File: src/rtl/uart_boot_loader.sv
// UART (8N1) boot loader: packs received bytes into little-endian words and writes them to memory.
// Optional feature macro: UART_BOOT_FRAME_CHECK_EN (stop-bit check, frame_err_o).
module uart_boot_loader #(
  parameter int          CLKS_PER_BIT = 869,
  parameter logic [31:0] BASE_ADDR    = 32'h0000_0000,
  parameter int          TIMEOUT_BITS = 32
) (
  input  logic        clk_i,
  input  logic        rst_ni,
  input  logic        uart_rx_i,
  output logic        mem_req_o,
  output logic        mem_we_o,
  output logic [31:0] mem_addr_o,
  output logic [31:0] mem_wdata_o,
  output logic [3:0]  mem_be_o,
  input  logic        mem_gnt_i,
  output logic        boot_done_o,
  output logic        core_rst_no,
  output logic [15:0] word_count_o,
  output logic        overrun_o,
  output logic        frame_err_o
);
  localparam int HALF_BIT    = CLKS_PER_BIT / 2;
  localparam int TIMEOUT_CYC = TIMEOUT_BITS * CLKS_PER_BIT;
  localparam int CW          = $clog2(CLKS_PER_BIT + 1);
  localparam int IW          = $clog2(TIMEOUT_CYC + 1);
  localparam logic [CW-1:0] HALF_LAST = CW'(HALF_BIT - 1);
  localparam logic [CW-1:0] BIT_LAST  = CW'(CLKS_PER_BIT - 1);
  localparam logic [IW-1:0] IDLE_LAST = IW'(TIMEOUT_CYC - 1);

  typedef enum logic [1:0] {IDLE, START, DATA, STOP} state_t;

  state_t        state, state_next;
  logic          sync1, rx;
  logic [CW-1:0] clk_cnt;
  logic [2:0]    bit_idx;
  logic [7:0]    shift;
  logic          start_edge, cnt_clr, bit_sample, byte_vld, byte_ok;
  logic [1:0]    idx;
  logic [31:0]   word, pad_mask;
  logic [IW-1:0] idle_cnt;
  logic          idle_run, timeout_hit, timed_out, req, done;

  function automatic logic [3:0] partial_be(input logic [1:0] n);
    return (4'd1 << n) - 4'd1;
  endfunction

  always_ff @(posedge clk_i or negedge rst_ni) begin
    if (!rst_ni) begin
      sync1 <= 1'b1;
      rx    <= 1'b1;
    end else begin
      sync1 <= uart_rx_i;
      rx    <= sync1;
    end
  end

  always_ff @(posedge clk_i or negedge rst_ni) begin
    if (!rst_ni) state <= IDLE;
    else         state <= state_next;
  end

  // Receiver stays parked in IDLE once loading has timed out.
  always_comb begin
    state_next = state;
    start_edge = 1'b0;
    cnt_clr    = 1'b0;
    bit_sample = 1'b0;
    byte_vld   = 1'b0;
    case (state)
      IDLE: begin
        cnt_clr = 1'b1;
        if (!timed_out && !rx) begin
          start_edge = 1'b1;
          state_next = START;
        end
      end
      START: if (clk_cnt == HALF_LAST) begin
        cnt_clr    = 1'b1;
        state_next = rx ? IDLE : DATA;
      end
      DATA: if (clk_cnt == BIT_LAST) begin
        cnt_clr    = 1'b1;
        bit_sample = 1'b1;
        if (bit_idx == 3'd7) state_next = STOP;
      end
      STOP: if (clk_cnt == BIT_LAST) begin
        cnt_clr    = 1'b1;
        byte_vld   = 1'b1;
        state_next = IDLE;
      end
      default: state_next = IDLE;
    endcase
  end

  always_ff @(posedge clk_i or negedge rst_ni) begin
    if (!rst_ni) begin
      clk_cnt <= '0;
      bit_idx <= '0;
      shift   <= '0;
    end else begin
      clk_cnt <= cnt_clr ? '0 : clk_cnt + CW'(1);
      if (state == IDLE) begin
        bit_idx <= '0;
      end else if (bit_sample) begin
        bit_idx <= bit_idx + 3'd1;
        shift   <= {rx, shift[7:1]};
      end
    end
  end

`ifdef UART_BOOT_FRAME_CHECK_EN
  logic frame_err;
  assign byte_ok     = byte_vld & rx;
  assign frame_err_o = frame_err;
  always_ff @(posedge clk_i or negedge rst_ni) begin
    if (!rst_ni)              frame_err <= 1'b0;
    else if (byte_vld && !rx) frame_err <= 1'b1;
  end
`else
  assign byte_ok     = byte_vld;
  assign frame_err_o = 1'b0;
`endif

  // Idle time only accrues once something has been received and the write port is quiet.
  assign idle_run    = (state == IDLE) && (word_count_o != 16'd0 || idx != 2'd0) && !req && !timed_out;
  assign timeout_hit = idle_run && (idle_cnt == IDLE_LAST);

  always_comb begin
    pad_mask = '0;
    for (int j = 0; j < 4; j++)
      if (j < int'(idx)) pad_mask[8*j +: 8] = 8'hFF;
  end

  always_ff @(posedge clk_i or negedge rst_ni) begin
    if (!rst_ni) begin
      idx          <= '0;
      word         <= '0;
      idle_cnt     <= '0;
      timed_out    <= 1'b0;
      req          <= 1'b0;
      done         <= 1'b0;
      mem_addr_o   <= '0;
      mem_wdata_o  <= '0;
      mem_be_o     <= '0;
      word_count_o <= '0;
      overrun_o    <= 1'b0;
    end else begin
      if (start_edge)    idle_cnt <= '0;
      else if (idle_run) idle_cnt <= idle_cnt + IW'(1);

      if (req && mem_gnt_i) begin
        req          <= 1'b0;
        word_count_o <= word_count_o + 16'd1;
      end

      if (byte_ok) begin
        word[{idx, 3'b000} +: 8] <= shift;
        idx <= idx + 2'd1;
        if (idx == 2'd3) begin
          if (req) begin
            overrun_o <= 1'b1;
          end else begin
            req         <= 1'b1;
            mem_addr_o  <= BASE_ADDR + {14'd0, word_count_o, 2'b00};
            mem_wdata_o <= {shift, word[23:0]};
            mem_be_o    <= 4'hF;
          end
        end
      end

      // Stale upper lanes of word are masked off for the final partial write.
      if (timeout_hit) begin
        timed_out <= 1'b1;
        if (idx != 2'd0) begin
          req         <= 1'b1;
          mem_addr_o  <= BASE_ADDR + {14'd0, word_count_o, 2'b00};
          mem_wdata_o <= word & pad_mask;
          mem_be_o    <= partial_be(idx);
          idx         <= '0;
        end
      end

      if (timed_out && !req) done <= 1'b1;
    end
  end

  assign mem_req_o   = req;
  assign mem_we_o    = req;
  assign boot_done_o = done;
  assign core_rst_no = done;

endmodule
File: config.mk
export PLATFORM = sky130hd
export DESIGN_NAME = uart_boot_loader
export DESIGN_NICKNAME = d
export VERILOG_FILES = /design/src/rtl/uart_boot_loader.sv
export SDC_FILE = /design/constraint.sdc
export NUM_CORES = 1
export LEC_CHECK = 0
export BUFFER_PORTS_ARGS = -buffer_cell sky130_fd_sc_hd__buf_2
export CAP_MARGIN = 20
export CORE_MARGIN = 3
export CORE_UTILIZATION = 50
export DETAILED_ROUTE_END_ITERATION = 7
export GPL_ROUTABILITY_DRIVEN = 1
export PLACE_DENSITY = 0.71
export SLEW_MARGIN = 10
export SYNTH_ARGS = -nofsm -noshare
export SYNTH_HDL_FRONTEND = slang
export SYNTH_SLANG_ARGS = --single-unit
export TNS_END_PERCENT = 1
File: constraint.sdc
create_clock -name clk_i -period 6.9 [get_ports clk_i]
set_input_delay 1.38 -clock clk_i [delete_from_list [all_inputs] [get_ports clk_i]]
set_output_delay 1.38 -clock clk_i [all_outputs]
set_load 0.02 [all_outputs]
# [Yosys cells after proc, flatten, opt, wreduce, memory -nomap -nowiden]
# Cells that the tools add are included.
[totals] output_inout_bits=90 regBits=162 in_bits=4 wordCells=112
[classes] n_eq_ne=13 order_cmp=3 bitwise_logic=2 reduce_logical=20 mux=47 n_shift=3 addsub=7
[op_table] operator="32-bit 2-to-1 mux" n=10
[op_table] operator="32-bit by 24-bit AND with 32-bit output" n=1
[op_table] operator="32-bit bitwise mux" n=1
[op_table] operator="8-bit by 7-bit variable shift with 32-bit output, first input constant" n=1
[op_table] operator="8-bit by 7-bit indexed part select with 32-bit output" n=1
[op_table] operator="15-bit 2-to-1 mux" n=2
[op_table] operator="8-bit 2-to-1 mux" n=3
[op_table] operator="4-bit 2-to-1 mux" n=5
[op_table] operator="2-bit 2-to-1 mux" n=9
[op_table] operator="16-bit by 1-bit adder with 16-bit output, second input constant" n=1
[op_table] operator="16-bit nonzero test" n=1
[op_table] operator="15-bit by 1-bit adder with 15-bit output, second input constant" n=1
[op_table] operator="15-bit equality test, second input constant" n=1
[op_table] operator="1-bit 2-to-1 mux" n=12
[op_table] operator="10-bit by 1-bit adder with 10-bit output, second input constant" n=1
[op_table] operator="10-bit equality test, second input constant" n=1
[op_table] operator="10-bit by 9-bit equality test with 1-bit output, second input constant" n=1
[op_table] operator="10-bit 2-to-1 mux" n=1
[op_table] operator="2-bit inequality test, second input constant" n=5
[op_table] operator="2-bit case mux with 4 select lines" n=1
[op_table] operator="1-bit logical AND" n=7
[op_table] operator="5-bit negation with 7-bit output" n=1
[op_table] operator="2-bit equality test, second input constant" n=3
[op_table] operator="3-bit 2-to-1 mux" n=2
[op_table] operator="other kinds (18)" n=23

# [Depth between registers and ports, before layout]
[depth] ltp_word=7 depth_mapped=10 ltp_nobuf=7

# [Worst setup path before layout]
# No wires, ideal clock.
[synth_path] path_kind="register -> register" start="reg idx[0]" end="reg mem_wdata_o[22]" arrival_time_ns=2.185 path_buffers=3 setup_ns=0.166 setup_slack_ns=4.549 period_less_slack_ns=2.351 stages_incl_launch_ff=11 t_required_ns=6.734 cell_sequence="dfrtp_1 > inv_1 > ha_1 > nor4bb_1 > and4_1 > buf_2 > or4_1 > buf_2 > buf_2 > nand3_1 > a21oi_1"
[synth_via] elab_chain_cells=7 word_cells_on_any_way=14 cone_classes="order compare (1); eq/ne (1); mux (5); bitwise (1); reduce/logical (6)"
[synth_lines] item="from (decl)" line="39" text="logic [1:0] idx;"
[synth_lines] item="from (signal assigned)" line="159" text="idx <= idx + 2'd1;"
[synth_lines] item="branches (longest 6 deep; another with 2-bit less-than comparator)"
[synth_lines] item="32-bit 2-to-1 mux *" line="173" text="if (timeout_hit) begin"
[synth_lines] item="to (signal assigned)" line="166" text="mem_wdata_o <= {shift, word[23:0]};"
[synth_lines] item="to (signal assigned)" line="178" text="mem_wdata_o <= word & pad_mask;"
[synth_lines] item="to (decl)" line="14" text="output logic [31:0] mem_wdata_o,"
# Mark *: on every way between the ends.
# A chain may end at the register's enable or synchronous reset.

# [Worst setup path in the final report]
[layout_path] start="reg idx[1]" end="reg mem_wdata_o[15]"
[layout_via] elab_chain_cells=7 word_cells_on_any_way=14 cone_classes="order compare (1); eq/ne (1); mux (5); bitwise (1); reduce/logical (6)"
[layout_lines] item="branches (longest 6 deep; another with 1-bit by 2-bit less-than comparator with 1-bit output)"
[layout_lines] item="32-bit 2-to-1 mux *" line="173"
# Marked as above.

==> flow_metrics.tcl <==
set metrics [dict create \
    grt_use_total_pct 20.0 \
    cts_num_sinks 154 \
    final_layout_size_suffix_gt1_share_pct 25.3 \
    final_antenna_net_count 0 \
    synth_common_cells "152 x dfrtp_1, 86 x nand2_1, 36 x nor2_1" \
    clockBufferDepth 2 \
    hpwl_mm 9.23 \
    synth_edf_count 0 \
    period_needed_ns 3.13 \
    total_power_mw 1.97 \
    cts_buffers 17 \
    ys_warn_count 0 \
    cts_root_buffer "clkbuf_16" \
    endpoint_kind "flip-flop" \
    diodes 0 \
    max_cap_violations 0 \
    wire_per_inst_um 16.3 \
    fin_area_um2 7900 \
    place_area_um2 7220 \
    die_w_um 121 \
    netlist.top_cell.by_area "dfrtp_1" \
    cts_tree "yes" \
    hp-class "reg -> reg" \
    power.density_nw_per_um2 249 \
    synth.most_common_cell "dfrtp_1" \
    cts_setup_buffers 0 \
    rsz0062_at_grt "false" \
    tns_ns 0 \
    tightest_slew_ns 0.880 \
    place_congestion 0.791 \
    viasPerCell 5.44 \
    core_area_um2 12800 \
    grt_pass1_vias 4714 \
    crit_type "reg -> reg" \
    syn_area_um2 6630 \
    insertion_delay_ns 0.42 \
    grt_overflow 0 \
    num_io_pins 94 \
    drt_iter0_markers 360 \
    grt_use_met3_pct 4.90 \
    synthFlopType "dfrtp_1" \
    htreeDepth 4 \
    reg2reg_depth 7 \
    num-nets-final 693 \
    slew_headroom_pct 41.2 \
    critPathArrivalTime_ns 3.43 \
    initial_core_util_pct 51.9 \
    syn_to_final_growth_pct 19.1 \
    hold_viol 0 \
    synth_cells 585 \
    ctsResizeCount 0 \
    fp-row-count 41 \
    critPathLaunch "idx[1]$_DFF_PN0_" \
    worstReg2RegEnd "mem_wdata_o[15]$_DFF_PN0_" \
    synth_top_family_by_area "simple AND/OR/NAND/NOR gates" \
    required_ns 7.20 \
    r2r_setup_slack_ns 3.77 \
    yosysSeqAreaShare_pct 58.1 \
    avgSynthCellArea_um2 11.3 \
    antenna_found_initial 0 \
    postCtsHoldBufs 0 \
    die_area_um2 14700 \
    cp_max_fo 25 \
    leakage_nw 4.08 \
    synthXorXnorAreaFrac_pct 4.62 \
    grt.busiest_layer "met2" \
    yosysUniqueCellTypes 49 \
    r2r-start "idx[1]$_DFF_PN0_" \
    grt_pass1_wl_mm 23.3 \
    fmaxAchievable_mhz 319 \
    maxSlewViolCount 0 \
    synth-compound-area-share_pct 6.21 \
    place.port_buffers 92 \
    ys_top_cells_by_area "dfrtp_1 57%, nand2_1 4.9%, mux2_4 4.8%" \
    finalClockSkew_ns 0.0104 \
    status "finished, final reports clean" \
    synth-seq-cells 154 \
    setup_viol 0 \
    synth-simple-area-share_pct 18.8 \
    period_share_pct 45.4 \
    path_clk_slew_ns 0.06 \
    drt_wl_total_mm 14.0 \
    drc 0 \
    gr-usage-met1_pct 27.7 \
    startpoint_type "flip-flop" \
    ir_drop_uv 211 \
    cp-endpoint "mem_wdata_o[15]$_DFF_PN0_" \
    syn_nets 603 \
    async_flop_share_pct 100 \
    vias 4680 \
    synth_top_area_share_pct 57.3 \
    grt_max_degree 90 \
    synthAdderAreaFrac_pct 2.64 \
    firstDrtPassIters 5 \
    die_h_um 121 \
    use_met2_pct 31.8 \
    synth_mux_area_share_pct 6.79 \
]
-- sequential cells by signal, summed over array words and instances, names as in the netlist, 2 cells and up, named ones only --
signal / count
word: 24
idx: 2
word_count_o: 16
clk_cnt: 10
mem_addr_o: 32
shift: 8
bit_idx: 3
mem_be_o: 4
idle_cnt: 15
mem_wdata_o: 32
-- cell usage in the layout (no fill, tap or decap), types with 6 or more instances in the layout --
cell type and count:
nand3_1 28, nor4_1 7, mux2_2 12, clkbuf_16 17, inv_1 12, dfrtp_1 152
ha_1 14, a21oi_1 24, xnor2_1 23, nand2_1 86, nor2_1 36, nor3_1 8
o21ai_0 32, a22o_1 8, nand4_1 11, nor3b_1 6, buf_2 92, mux2_4 21
xor2_1 12, and3_1 22
-- through the flow --
stage               setup WS [ns]  std cells  utilization, %  hold slack [ns]
floorplan                    4.55        585               -            0.345
global placement             3.57        826            56.5            0.346
detailed placement           3.43        826            56.5            0.347
CTS                          3.42        858            61.6            0.356
global route                 3.55        860            61.8            0.362
finish                       3.77        860            61.8            0.356
-- final cells by class --
type | instances | area [um2]
clock inverters | 11 | 191
fillers | 995 | 4870
clock buffers | 21 | 460
well taps | 172 | 215
repair buffers | 98 | 522
flip-flops and latches | 154 | 3860
inverters | 12 | 45.0
multi-input cells | 392 | 2610
-- worst max-delay path, stage by stage (launching register included) --
cell and delay (ns):
dfrtp_1 0.42, inv_1 0.19, ha_1 0.28, nor4bb_1 0.32, and4_1 0.61, or4_1 0.78
o21ai_4 0.18, a22o_1 0.23
-- report_power, final --
group / leakage (nW) / total (mW) / internal (mW) / switching, mW
logic: 1.64 / 0.0410 / 0.00783 / 0.0331
clock network: 0.310 / 1.02 / 0.661 / 0.358
registers: 2.13 / 0.910 / 0.906 / 0.00365
total: 4.08 / 1.97 / 1.58 / 0.395
-- layer usage --
metal	part of all wire, %	vias to the layer above
met5	0	-
met4	0.74	0
met3	5.4	9
met2	48	125
met1	46	2342
li1	-	2204
-- how the worst min path moves through the flow --
stage	startpoint	to	slack, ns	depth (start not counted)
after floorplan	sync1$_DFF_PN1_	rx$_DFF_PN1_	0.35	0
after global placement	sync1$_DFF_PN1_	rx$_DFF_PN1_	0.35	0
after detailed placement	sync1$_DFF_PN1_	rx$_DFF_PN1_	0.35	0
after CTS	sync1$_DFF_PN1_	rx$_DFF_PN1_	0.36	0
after global routing	sync1$_DFF_PN1_	rx$_DFF_PN1_	0.36	0
final	sync1$_DFF_PN1_	rx$_DFF_PN1_	0.36	0
-- kinds of logic (layout without fill, tap and decap cells) --
group           after synthesis  after routing
xor+xnor                     35             35
buf+inv                      39            142
flops                       154            154
mux                          33             33
simple gates                238            238
fa+ha+maj                    14             14
compound gates               71             71
other cells                   1              1
Power figures use the tool's default switching activity.
